<file path="config.mk">
export PLATFORM = sky130hd
export DESIGN_NAME = rcounter_display
export DESIGN_NICKNAME = d
export VERILOG_FILES = /design/src/rtl/rcounter_display.sv
export SDC_FILE = /design/constraint.sdc
export NUM_CORES = 1
export LEC_CHECK = 0
export BUFFER_PORTS_ARGS = -buffer_cell sky130_fd_sc_hd__buf_4
export CORE_UTILIZATION = 40
export CTS_CLUSTER_SIZE = 10
export DETAILED_ROUTE_END_ITERATION = 8
export PLACE_DENSITY = 0.65
export SETUP_SLACK_MARGIN = 0.2
export SLEW_MARGIN = 20
export SYNTH_ARGS = -nofsm -noshare
export SYNTH_HDL_FRONTEND = slang
export SYNTH_SLANG_ARGS = --single-unit
</file>
<file path="constraint.sdc">
create_clock -name clk_core -period 6.9 [get_ports clk_core]
set_input_delay 1.38 -clock clk_core [delete_from_list [all_inputs] [get_ports clk_core]]
set_output_delay 1.38 -clock clk_core [all_outputs]
set_load 0.005 [all_outputs]
</file>
<file path="src/rtl/rcounter_display.sv">
// Six-digit multiplexed active-low 7-segment driver for the countdown commander.
// Scans ms_10/sec/min BCD digits with a blank slot between digits, blinks the
// field being edited and flashes the whole display on time-out.
// Optional build macro: RCOUNTER_DISPLAY_LEADING_ZERO_BLANK_EN (blank leading minute zeros).
module rcounter_display #(
    parameter int unsigned SCAN_DIV  = 100000,
    parameter int unsigned BLINK_DIV = 25000000
) (
    input  logic       clk_core,
    input  logic       rst_n,
    input  logic [7:0] min_i,
    input  logic [7:0] sec_i,
    input  logic [7:0] ms_10_i,
    input  logic [1:0] target_i,
    input  logic       time_out_i,
    output logic [6:0] seg_o,
    output logic       dp_o,
    output logic [7:0] an_o
);

    localparam int unsigned SCAN_W  = $clog2(SCAN_DIV);
    localparam int unsigned BLINK_W = $clog2(BLINK_DIV + 1);

    localparam logic [0:0] ST_BLANK = 1'b0;
    localparam logic [0:0] ST_DRIVE = 1'b1;

    localparam logic [6:0] SEG_OFF  = 7'h7F;
    localparam logic [6:0] SEG_DASH = 7'h3F;

    logic [0:0]         state_q, state_d;
    logic [2:0]         idx_q, idx_d;
    logic [SCAN_W-1:0]  slot_cnt_q, slot_cnt_d;
    logic [BLINK_W-1:0] blink_cnt_q;
    logic               phase_q;

    logic [7:0] min_q, sec_q, ms_10_q;
    logic [1:0] target_q;
    logic       time_out_q;

    logic [6:0] seg_d;
    logic [7:0] an_d;
    logic       dp_d;

    logic       capture_c;
    logic [3:0] nib_c;
    logic [1:0] field_c;
    logic       suppress_c;
    logic       lz_blank_c;

    // BCD nibble to active-low segments; non-decimal nibbles show a dash
    function automatic logic [6:0] seg_decode(input logic [3:0] n);
        case (n)
            4'd0:    seg_decode = 7'h40;
            4'd1:    seg_decode = 7'h79;
            4'd2:    seg_decode = 7'h24;
            4'd3:    seg_decode = 7'h30;
            4'd4:    seg_decode = 7'h19;
            4'd5:    seg_decode = 7'h12;
            4'd6:    seg_decode = 7'h02;
            4'd7:    seg_decode = 7'h78;
            4'd8:    seg_decode = 7'h00;
            4'd9:    seg_decode = 7'h10;
            default: seg_decode = SEG_DASH;
        endcase
    endfunction

    // Frame boundary: shadows load only in the blank slot ahead of digit 0
    assign capture_c = (state_q == ST_BLANK) && (idx_q == 3'd0);

    // Digit source nibble for the current slot
    always_comb begin
        nib_c = 4'h0;
        case (idx_q)
            3'd0:    nib_c = ms_10_q[3:0];
            3'd1:    nib_c = ms_10_q[7:4];
            3'd2:    nib_c = sec_q[3:0];
            3'd3:    nib_c = sec_q[7:4];
            3'd4:    nib_c = min_q[3:0];
            3'd5:    nib_c = min_q[7:4];
            default: nib_c = 4'h0;
        endcase
    end

    // Field owning the current digit (1 ms_10, 2 sec, 3 min) and hidden-phase suppression
    assign field_c    = 2'(idx_q[2:1]) + 2'd1;
    assign suppress_c = phase_q &&
                        (time_out_q || ((target_q != 2'd0) && (target_q == field_c)));

`ifdef RCOUNTER_DISPLAY_LEADING_ZERO_BLANK_EN
    // Hide zero minute tens, and zero minute units when minutes are 00 and not being edited
    assign lz_blank_c = ((idx_q == 3'd5) && (min_q[7:4] == 4'h0)) ||
                        ((idx_q == 3'd4) && (min_q == 8'h00) && (target_q != 2'd3));
`else
    assign lz_blank_c = 1'b0;
`endif

    // Slot state register
    always_ff @(posedge clk_core or negedge rst_n) begin
        if (!rst_n) begin
            state_q    <= ST_BLANK;
            idx_q      <= 3'd0;
            slot_cnt_q <= '0;
        end else begin
            state_q    <= state_d;
            idx_q      <= idx_d;
            slot_cnt_q <= slot_cnt_d;
        end
    end

    // Slot next-state and pin values for the coming cycle
    always_comb begin
        state_d    = state_q;
        idx_d      = idx_q;
        slot_cnt_d = slot_cnt_q;
        an_d       = 8'hFF;
        seg_d      = SEG_OFF;
        dp_d       = 1'b1;
        case (state_q)
            ST_BLANK: begin
                state_d    = ST_DRIVE;
                slot_cnt_d = '0;
            end
            ST_DRIVE: begin
                if (slot_cnt_q == SCAN_W'(SCAN_DIV - 2)) begin
                    state_d    = ST_BLANK;
                    slot_cnt_d = '0;
                    idx_d      = (idx_q == 3'd5) ? 3'd0 : idx_q + 3'd1;
                end else begin
                    slot_cnt_d = slot_cnt_q + SCAN_W'(1);
                end
                if (!suppress_c && !lz_blank_c) begin
                    an_d[idx_q] = 1'b0;
                    seg_d       = seg_decode(nib_c);
                    dp_d        = !((idx_q == 3'd2) || (idx_q == 3'd4));
                end
            end
            default: state_d = ST_BLANK;
        endcase
    end

    // Registered pin drivers
    always_ff @(posedge clk_core or negedge rst_n) begin
        if (!rst_n) begin
            an_o  <= 8'hFF;
            seg_o <= SEG_OFF;
            dp_o  <= 1'b1;
        end else begin
            an_o  <= an_d;
            seg_o <= seg_d;
            dp_o  <= dp_d;
        end
    end

    // Frame shadow registers keep one full frame tear-free
    always_ff @(posedge clk_core or negedge rst_n) begin
        if (!rst_n) begin
            min_q      <= 8'h00;
            sec_q      <= 8'h00;
            ms_10_q    <= 8'h00;
            target_q   <= 2'd0;
            time_out_q <= 1'b0;
        end else if (capture_c) begin
            min_q      <= min_i;
            sec_q      <= sec_i;
            ms_10_q    <= ms_10_i;
            target_q   <= target_i;
            time_out_q <= time_out_i;
        end
    end

    // Free-running blink phase, independent of scanning
    always_ff @(posedge clk_core or negedge rst_n) begin
        if (!rst_n) begin
            blink_cnt_q <= '0;
            phase_q     <= 1'b0;
        end else if (blink_cnt_q == BLINK_W'(BLINK_DIV - 1)) begin
            blink_cnt_q <= '0;
            phase_q     <= ~phase_q;
        end else begin
            blink_cnt_q <= blink_cnt_q + BLINK_W'(1);
        end
    end

endmodule

</file>
==> results.md, run 1 <==
* Synth top cells by count: dfrtp_1 (74), nor2_1 (40), nand2_1 (29)
* Tot GR Track Use at 16.03%
* Post-Syn Area at 4265 um2
* CTS sink count at 90
* WHS at around 0.51 ns
* Asr flop ratio synth at 100.0%
* I/O Pins at 45
* CTS Buffer Depth at 2
* Die area at between 10,000 and 15,000 um2
* Worst hold path class: register to register
* Final setup violation count at 0
* Fin. max-slew vios at 0
* Pin count of the biggest net entering global routing at 66
* Tcrit/Tclk final at 39.26%
* Post-CTS sizing at 0
* Critical path class: register to register
* Routability congestion estimate at 0.7388
* DRC Markers at 0
* Max incr delay on CP at between 0.7 and 0.8 ns
* Count leader, synth: dfrtp_1
* #FFs+latches synth at 90
* CTS root buffer: clkbuf_8
* Via count at ~2.9k
* Final hold violations at 0
* RSZ-0062 raised after global routing: false
* Height of the die at 105.3 um
* Max Clock Skew at between 0.008 and 0.009 ns
* Row cnt at 37
* Mapped Nets at around 420
* Initial antenna violation count at 0
* Worst-Margin Slew at ~1.1 ns
* Antenna cells at 0
* Min-delay src: blink_cnt_q[0]
* FF-to-FF Start: idx_q[0]
* Hold-fix buffers at CTS at 0
* TritonCTS clock tree: yes
* Final wirelength at around 7900 um
* Dpl ws at around 4.2 ns
* Router iterations before antenna repair at 4
* Final #Nets at around 470
* Crit path max fanout at 17
* Drt initial violations at roughly 130
* Delay-heaviest family, CP: flip-flops
* Area contributors post-synth: dfrtp_1 (43%), dfstp_2 (9.9%), mux2_2 (7.4%), ha_1 (4.1%), xor2_1 (4.1%)
* DP HPWL at a little under 6000 um
* Critical Path Source: idx_q[0]
* Cell taking the most area after synthesis: dfrtp_1
* Peak supply drop at 0.0001208 V
* Cell Pwr Density at 186.1 nW/um2
* Skew-Pair Late Insertion Delay at 0.36 ns
* First-pass GRT wire length at roughly 14,000 um
* Synth cell types at 53
* Static Leak at ~2.1 nW
* Vias per cell at between 5 and 6
* Setup WS post-layout at ~4.2 ns
* Buf+Inv Stages, Crit Path at 2
* Min Tclk post-route at ~2.7 ns
* Wirelength per Cell at about 14 um
* Critical Path Source Type: register
* Die width at between 100 and 150 um
* Total Power at between 0.0009 and 0.001 W
* Slowest cell on crit path: dfrtp_1
* Critical Path RT at ~7 ns
* Clk slew on worst S/H paths at 0.08 ns
* ANT nets after route at 0
* Seq/Total Area, Yosys at around 53%
* Max Fclk at ~370 MHz
* Area Overhead vs Synth at 14.99%
* CP Capture Type: register
* Worst slew margin at approximately 27%
* Sum Neg Setup Slack at 0 ns
* Syn Inst Count at 374
* EDFF count, synth at 0
* Crit path DAT at 2.98 ns
* Cell chain of the critical path: inv_1 > nor2_1 > ha_1 > a222oi_1 > nor2_1 > inv_1 > ha_1 > or3_1 > a32oi_1
* Synth warnings at 0
* CTS H-tree lvls at 3
* Initial Utilization at 41.32%
* MaxCap Viol Count at 0
* Synth top area share at a little over two fifths
* Layout cell share with drive strength beyond 1 at roughly a quarter
* Port buffer count at 44
* Most used DFF post-synth: dfrtp_1
* Core area at 10,320 um2
* Mapped Avg Cell Area at between 10 and 15 um2
* CTS Buf Count at 9
* Fin util at between 40 and 50%
* Vias in the first global route at roughly 3k
* Grt total ovfl at 0
* Outcome: finished, final reports clean
* Post-CTS Setup Inserts at 0
## layout by cell type (no fill, tap or decap), drive strengths merged, types with 4 or more instances in the layout
master	instances
nand2	29
and2	4
mux2	28
nor4	6
xnor2	18
ha	14
nor3	7
mux2i	4
or3	4
xor2	20
dfstp	16
a21oi	4
nand3	25
dfrtp	74
and4	5
nor2	40
o21ai	8
inv	11
clkbuf	10
nand4	10
buf	46
## power breakdown
| part | total, W | switching (W) | internal [W] |
|---|---|---|---|
| Clock | 0.000314 | 0.000183 | 0.000131 |
| Combinational | 0.0000508 | 0.0000239 | 0.0000269 |
| Sequential | 0.000547 | 0.00000618 | 0.000541 |
| Total | 0.000913 | 0.000213 | 0.000700 |
## sequential cells by signal, summed over array words and instances (netlist names)
register     flops
an_o             8
blink_cnt_q     25
dp_o             1
idx_q            3
min_q            8
ms_10_q          8
phase_q          1
sec_q            8
seg_o            7
slot_cnt_q      17
state_q          1
target_q         2
time_out_q       1
## final timing paths
check	endpoint	slack, ns	cells after the start
hold / removal	blink_cnt_q[0]	0.51	1
max in group asynchronous	slot_cnt_q[2]	4.88	2
setup reg to reg	seg_o[4]	4.19	9
hold reg to reg	blink_cnt_q[0]	0.51	1
setup / recovery	seg_o[4]	4.19	9
min in group asynchronous	sec_q[3]	0.92	1
## final cells by class
cell class,instances,area (um2)
Fill cell,968,5419
Clock inverter,6,42.54
Multi-Input combinational cell,265,1909
Timing Repair Buffer,46,345.3
Inverter,10,37.54
Tap cell,136,170.2
Clock buffer,10,127.6
Sequential cell,90,2272
## worst reg2reg max path: stages (launching register included)
cell and delay, ns:
dfrtp_1 0.78, inv_1 0.19, nor2_1 0.13, ha_1 0.22
a222oi_1 0.13, nor2_1 0.26, inv_1 0.13, ha_1 0.21
or3_1 0.35, a32oi_1 0.23
## stage by stage
| step | cell area, um2 | std cells |
|---|---|---|
| global placement | 4735 | 547 |
| detailed placement | 4735 | 547 |
| finish | 4905 | 563 |
| global route | 4905 | 563 |
| floorplan | 4265 | 374 |
| CTS | 4905 | 563 |
## metal layers
metal  vias to the layer above  GRT usage (%)  share of wire [%]
met5                         -              0                  0
met4                         0          6.137                1.3
met3                         9          3.278                3.2
met2                        52          24.81                 46
met1                      1377          22.15                 50
li1                       1418              -                  -
## logic make-up (layout without fill, tap and decap cells)
family	after synthesis	count (layout)	synth area share, %
adders and majority gates	14	14	4.107
xor gates and xnor gates	38	38	7.803
AOI/OAI and AO/OA	32	32	5.163
muxes	34	34	9.387
DFF	90	90	53.27
buffers and inverters	19	72	1.965
and+or+nand+nor	147	147	18.30
Note: power is estimated with default switching activity, not from simulation.
==> run 2, diff against run 1 <==
PLACE_DENSITY = 0.67   (was 0.65)
clock period = 2.3 ns   (was 6.9 ns; I/O delays follow)
==> results.md, run 2 (same netlist as run 1, synthesis figures left out) <==
* CP Capture Type: register (unchanged)
* Clk slew on worst S/H paths at 0.09 ns (was 0.08 ns)
* Static Leak at 2.263 nW (was 2.094 nW)
* R2R depth at 8 (was 9)
* Routability congestion estimate at 0.8218 (was 0.7388)
* Crit path max fanout at 3 (was 17)
* Tcrit/Tclk final at 94.04% (was 39.26%)
* Core area at 10,320 um2 (unchanged)
* Initial Utilization at 41.32% (unchanged)
* Tot GR Track Use at 16.34% (was 16.03%)
* Final #Nets at 489 (was 465)
* FF-to-FF End: seg_o[6] (was seg_o[4])
* Sum Neg Setup Slack at 0 ns (unchanged)
* Critical Path Source Type: register (unchanged)
* Critical path class: register to register (unchanged)
* Via count at 3,014 (was 2,856)
* Slowest cell on crit path: mux4_2 (was dfrtp_1)
* Final hold violations at 0 (unchanged)
* Pin count of the biggest net entering global routing at 57 (was 66)
* Commonest non-fill, non-tap cells in the layout: dfrtp_1 (73), buf_4 (66), nor2_1 (39) (was dfrtp_1 (74), buf_4 (46), nor2_1 (40))
* Die width at 105.3 um (unchanged)
* Most common cell after layout, fill and taps aside: dfrtp_1 (unchanged)
* Drt initial violations at 78 (was 126)
* Port buffer count at 44 (unchanged)
* Outcome: finished, final reports clean (unchanged)
* Height of the die at 105.3 um (unchanged)
* Delay-heaviest family, CP: compound AO/OA/AOI/OAI gates (was flip-flops)
* Crit path DAT at 2.44 ns (was 2.98 ns)
* Area Overhead vs Synth at 22.70% (was 14.99%)
* CTS H-tree lvls at 3 (unchanged)
* Setup crit end: seg_o[6] (was seg_o[4])
* Peak supply drop at 0.0003003 V (was 0.0001208 V)
* Max Fclk at 462.4 MHz (was 369.2 MHz)
* Final setup violation count at 0 (unchanged)
* Skew-Pair Late Insertion Delay at 0.35 ns (was 0.36 ns)
* Grt total ovfl at 0 (unchanged)
* Router iterations before antenna repair at 5 (was 4)
* Largest regs: blink_cnt_q: 25 flops, slot_cnt_q: 17 flops (unchanged)
* Worst slew margin at 69.08% (was 27.38%)
* Row cnt at 37 (unchanged)
* Die area at 11,080 um2 (unchanged)
* CTS Buf Count at 9 (unchanged)
* Fin. max-slew vios at 0 (unchanged)
* First-pass GRT wire length at 14,500 um (was 14,130 um)
* Critical Path RT at 2.57 ns (was 7.17 ns)
* CTS sink count at 90 (unchanged)
* FF-to-FF setup slack at 0.14 ns (was 4.19 ns)
* Max FFs per register at 25 (unchanged)
* Min Tclk post-route at 2.163 ns (was 2.709 ns)
* Layout cell share with drive strength beyond 1 at 34.37% (was 26.23%)
* Hold-fix buffers at CTS at 0 (unchanged)
* Final wirelength at 8402 um (was 7943 um)
* Vias per cell at 5.135 (was 5.073)
* Largest register by flop count: blink_cnt_q (unchanged)
* Worst hold path class: input port to async pin (was register to register)
* Wirelength per Cell at 14.31 um (was 14.11 um)
* Antenna cells at 0 (unchanged)
* DRC Markers at 0 (unchanged)
* Cell chain of the critical path: buf_6 > mux4_2 > a222oi_1 > nor2_1 > ha_2 > inv_1 > mux2i_1 > a311o_1 (was inv_1 > nor2_1 > ha_1 > a222oi_1 > nor2_1 > inv_1 > ha_1 > or3_1 > a32oi_1)
* RSZ-0062 raised after global routing: true (was false)
* Critical path depth at 8 (was 9)
* Max incr delay on CP at 0.48 ns (was 0.78 ns)
* Dpl cells at 562 (was 547)
* Max Clock Skew at 0.01503 ns (was 0.008588 ns)
* Buf+Inv Stages, Crit Path at 2 (unchanged)
* Cell Pwr Density at 566.6 nW/um2 (was 186.1 nW/um2)
* Critical Path Source: idx_q[0] (unchanged)
* CTS Buffer Depth at 2 (unchanged)
* DP HPWL at 6004 um (was 5774 um)
* Worst-Margin Slew at 0.4596 ns (was 1.083 ns)
* FF-to-FF Start: idx_q[0] (unchanged)
* ANT nets after route at 0 (unchanged)
* TritonCTS clock tree: yes (unchanged)
* Fin util at 50.70% (was 47.51%)
* I/O Pins at 45 (unchanged)
* CTS root buffer: clkbuf_8 (unchanged)
* MaxCap Viol Count at 0 (unchanged)
* Initial antenna violation count at 0 (unchanged)
* Vias in the first global route at 3,045 (was 2,995)
* Final cell count without fillers at 587 (was 563)
==> run 2: layer usage <==
layer	GRT usage (%)	routed length, um	vias up
li1	-	-	1466
met1	22.23	4001	1491
met2	26.36	4057	53
met3	3.525	269	4
met4	4.527	73	0
met5	0	0	-
==> run 2: timing repair <==
action	4_1_cts	5_1_grt
setup buffers	4	5
endpoints found under the hold margin	0	0
setup endpoints to repair	11	12
pin swaps	4	6
gates resized for setup	4	16
==> run 2: power by group <==
part | internal, W | leakage [nW] | switching, W
logic | 0.0000951 | 1.05 | 0.0000798
clock network | 0.000603 | 0.109 | 0.000546
registers | 0.00162 | 1.11 | 0.0000177
==> run 2: final cells by class <==
type                            count  area [um2]
Clock buffer                       13       170.2
Clock inverter                      3       45.04
Fill cell                         919        5090
Inverter                           10       42.54
Multi-Input combinational cell    265        1983
Sequential cell                    90        2273
Tap cell                          136       170.2
Timing Repair Buffer               70       549.3
==> run 2: how the worst min path moves through the flow <==
stage / end / cells after the start
final: sec_q[7] / 1
after global routing: sec_q[7] / 1
after CTS: sec_q[4] / 1
after detailed placement: sec_q[7] / 1
after global placement: sec_q[7] / 1
after floorplan: blink_cnt_q[0] / 0
==> run 2: per-stage QoR <==
stage	total power (W)	hold WS [ns]	worst slack (ns)	instance area, um2
finish	0.002965	0.05831	0.1371	5234
global route	0.003084	0.07968	0.01384	5234
CTS	0.002991	0.06251	0.1617	5140
detailed placement	0.001835	0.4501	0.06711	4885
global placement	0.001831	0.4437	0.1666	4885
floorplan	0.001727	0.1644	0.1646	4317
==> run 3, diff against run 2 <==
ABC_AREA = 1   (was not set)
==> results.md, run 3 <==
* Outcome: finished, final reports clean (unchanged)
* Combined area of the multi-input logic cells at 2352 um2 (was 1983 um2)
* CTS H-tree lvls at 3 (unchanged)
* CP Capture Type: register (unchanged)
* Cell Pwr Density at 557.0 nW/um2 (was 566.6 nW/um2)
* Final cell count without fillers at 773 (was 587)
* Critical path class: register to register (unchanged)
* Grt total ovfl at 0 (unchanged)
* Final hold violations at 0 (unchanged)
* Sum Neg Setup Slack at 0 ns (unchanged)
* Commonest non-fill, non-tap cells in the layout: nand2_1 (87), dfrtp_1 (71), nor2_1 (68) (was dfrtp_1 (73), buf_4 (66), nor2_1 (39))
* CTS root buffer: clkbuf_16 (was clkbuf_8)
* Peak supply drop at 0.0004089 V (was 0.0003003 V)
* EDFF count, synth at 0 (unchanged)
* Initial Utilization at 41.08% (was 41.32%)
* CTS sink count at 90 (unchanged)
* Area Overhead vs Synth at 17.55% (was 22.70%)
* FF-to-FF End: seg_o[3] (was seg_o[6])
* Synth warnings at 0 (unchanged)
* MaxCap Viol Count at 0 (unchanged)
* Crit path DAT at 2.26 ns (was 2.44 ns)
* Router iterations before antenna repair at 4 (was 5)
* Core area at 12,060 um2 (was 10,320 um2)
* Port buffer count at 44 (unchanged)
* Asr flop ratio synth at 100.0% (unchanged)
* Wirelength per Cell at 13.41 um (was 14.31 um)
* Met3 Usage GRT at 3.321% (was 3.525%)
* Filler instances at 1,143 (was 919)
* Most used DFF post-synth: dfrtp_1 (unchanged)
* FF+latch area at 2276 um2 (was 2273 um2)
* CTS Buf Count at 9 (unchanged)
* Largest register by flop count: blink_cnt_q (unchanged)
* Synth cell types at 41 (was 53)
* Mapped Avg Cell Area at 9.142 um2 (was 11.40 um2)
* DP HPWL at 7845 um (was 6004 um)
* TritonCTS clock tree: yes (unchanged)
* R2R depth at 13 (was 8)
* Min Tclk post-route at 1.991 ns (was 2.163 ns)
* Seq/Total Area, Yosys at 45.86% (was 53.27%)
* Row cnt at 40 (was 37)
* Total Power at 0.003244 W (was 0.002965 W)
* Dpl cells at 753 (was 562)
* #FFs+latches synth at 90 (unchanged)
* Critical Path Source Type: register (unchanged)
* Final setup violation count at 0 (unchanged)
* Vias in the first global route at 3,615 (was 3,045)
* First-pass GRT wire length at 17,460 um (was 14,500 um)
* Drt initial violations at 354 (was 78)
* Tcrit/Tclk final at 86.57% (was 94.04%)
* I/O Pins at 45 (unchanged)
* Most used routing layer: met2 (unchanged)
* FF-to-FF setup slack at 0.31 ns (was 0.14 ns)
* Die area at 12,840 um2 (was 11,080 um2)
* Max Clock Skew at 0.008233 ns (was 0.01503 ns)
* Syn Inst Count at 542 (was 374)
* Final wirelength at 10,370 um (was 8402 um)
* Routability congestion estimate at 0.9054 (was 0.8218)
* Antenna cells at 0 (unchanged)
* Final #Nets at 643 (was 489)
* Max Fclk at 502.2 MHz (was 462.4 MHz)
* Synth top area share at 37.37% (was 43.41%)
* Die width at 113.3 um (was 105.3 um)
* Count leader, synth: nand2_1 (was dfrtp_1)
* Largest regs: blink_cnt_q: 25 flops, slot_cnt_q: 17 flops (unchanged)
* Skew-Pair Late Insertion Delay at 0.34 ns (was 0.35 ns)
* Layout cell share with drive strength beyond 1 at 27.60% (was 34.37%)
* ANT nets after route at 0 (unchanged)
* CTS Buffer Depth at 2 (unchanged)
* Synth top cells by count: nand2_1 (88), dfrtp_1 (74), nor2_1 (68) (was dfrtp_1 (74), nor2_1 (40), nand2_1 (29))
* Worst hold path class: input port to async pin (unchanged)
* Critical Path RT at 2.57 ns (about the same)
* Area contributors post-synth: dfrtp_1 (37%), dfstp_2 (8.5%), mux2_4 (6.7%), nand2_1 (6.7%), nor2_1 (5.2%) (was dfrtp_1 (43%), dfstp_2 (9.9%), mux2_2 (7.4%), ha_1 (4.1%), xor2_1 (4.1%))
* DRC Markers at 0 (unchanged)
* Max FFs per register at 25 (unchanged)
* Clk slew on worst S/H paths at 0.07 ns (was 0.09 ns)
* Worst slew margin at 68.67% (was 69.08%)
* Static Leak at 2.860 nW (was 2.263 nW)
* Met2 GRT Util at 26.83% (was 26.36%)
* Fin. max-slew vios at 0 (unchanged)
* Vias per cell at 4.865 (was 5.135)
* Crit path max fanout at 6 (was 3)
* Pin count of the biggest net entering global routing at 56 (was 57)
* Cell taking the most area after synthesis: dfrtp_1 (unchanged)
* Mapped Nets at 585 (was 417)
* Met1 Resource Use GR at 24.15% (was 22.23%)
* Post-Syn Area at 4955 um2 (was 4265 um2)
* Most common cell after layout, fill and taps aside: nand2_1 (was dfrtp_1)
* Worst-Margin Slew at 0.4674 ns (was 0.4596 ns)
* Height of the die at 113.3 um (was 105.3 um)
* Initial antenna violation count at 0 (unchanged)
* Via count at 3,761 (was 3,014)
* Tot GR Track Use at 17.40% (was 16.34%)
* FF-to-FF Start: idx_q[0] (unchanged)
* RSZ-0062 raised after global routing: true (unchanged)
## run 3: cell count changes after synthesis, sizes merged, moves of 5 or more
cell   before  now
inv        10   69
nor2       40   81
and4        5    0
xnor2      18    4
a21oi       4   10
mux2       28   23
nand3      25   48
nand4      10   18
nand2      29  101
nor3        7   26
## run 3: layer usage
metal | up-vias | share of wire [%] | wire (um)
li1 | 1876 | - | -
met1 | 1797 | 49 | 5082
met2 | 77 | 46 | 4731
met3 | 11 | 3.8 | 390
met4 | 0 | 1.6 | 162
met5 | - | 0 | 0
## run 3: timing repair
| action | in CTS | in global routing |
|---|---|---|
| hold buffers | 0 | 0 |
| setup buffers | 3 | 1 |
| gates resized for setup | 4 | 5 |
| setup endpoints to repair | 5 | 7 |
| pin swaps | 0 | 2 |
| cloned | 0 | 0 |
## run 3: how the worst max path moves through the flow
stage | startpoint | endpoint | slack (ns) | cells past startpoint
after floorplan | idx_q[1] | seg_o[3] | 0.29 | 14
after global placement | idx_q[1] | seg_o[3] | 0.23 | 9
after detailed placement | idx_q[1] | seg_o[3] | 0.09 | 9
after CTS | idx_q[0] | seg_o[3] | 0.20 | 13
after global routing | idx_q[0] | seg_o[3] | 0.18 | 13
final | idx_q[0] | seg_o[3] | 0.31 | 13
## run 3: cell type report
class	instances	area share, %
repair buffers	54	7.390
multi-input cells	375	40.39
flip-flops and latches	90	39.08
clock buffers	10	4.103
clock inverters	6	0.8163
well taps	168	3.609
inverters	70	4.619
## run 3: logic make-up (layout without fill, tap and decap cells)
group                      after synthesis  in the layout  share of synthesized area (%)
and+or+nand+nor                        290            290                          29.95
DFF                                     90             90                          45.86
buffers and inverters                   77            140                          6.869
AOI/OAI and AO/OA                       25             25                          2.829
xor gates and xnor gates                23             23                          4.066
muxes                                   23             23                          6.894
adders and majority gates               14             14                          3.535
## run 3: critical path: stages, from the launching register on
cell      delay (ns)
dfrtp_2         0.45
nand2_1         0.08
inv_1           0.04
ha_2            0.19
nand2_1         0.08
o21ai_1         0.07
nor2_1          0.12
nand2_2         0.10
nand2_4         0.09
inv_1           0.08
ha_1            0.29
nand3b_1        0.17
nand3_1         0.10
nand2_1         0.06
## run 3: stage by stage
step | hold slack (ns) | cell area, um2 | setup WS [ns] | util (%)
after floorplan | 0.1644 | 4955 | 0.2877 | -
after global placement | 0.4405 | 5493 | 0.2293 | 45.54
after detailed placement | 0.4473 | 5493 | 0.08945 | 45.54
after CTS | 0.07349 | 5808 | 0.2023 | 48.15
after global routing | 0.09923 | 5824 | 0.1833 | 48.29
final | 0.05534 | 5824 | 0.3089 | 48.29
## run 3: power by group
part	switching, W	total, W	leakage [nW]	internal (W)
logic	0.0000832	0.000176	1.62	0.0000932
clock network	0.000648	0.00142	0.140	0.000774
registers	0.0000210	0.00165	1.11	0.00163
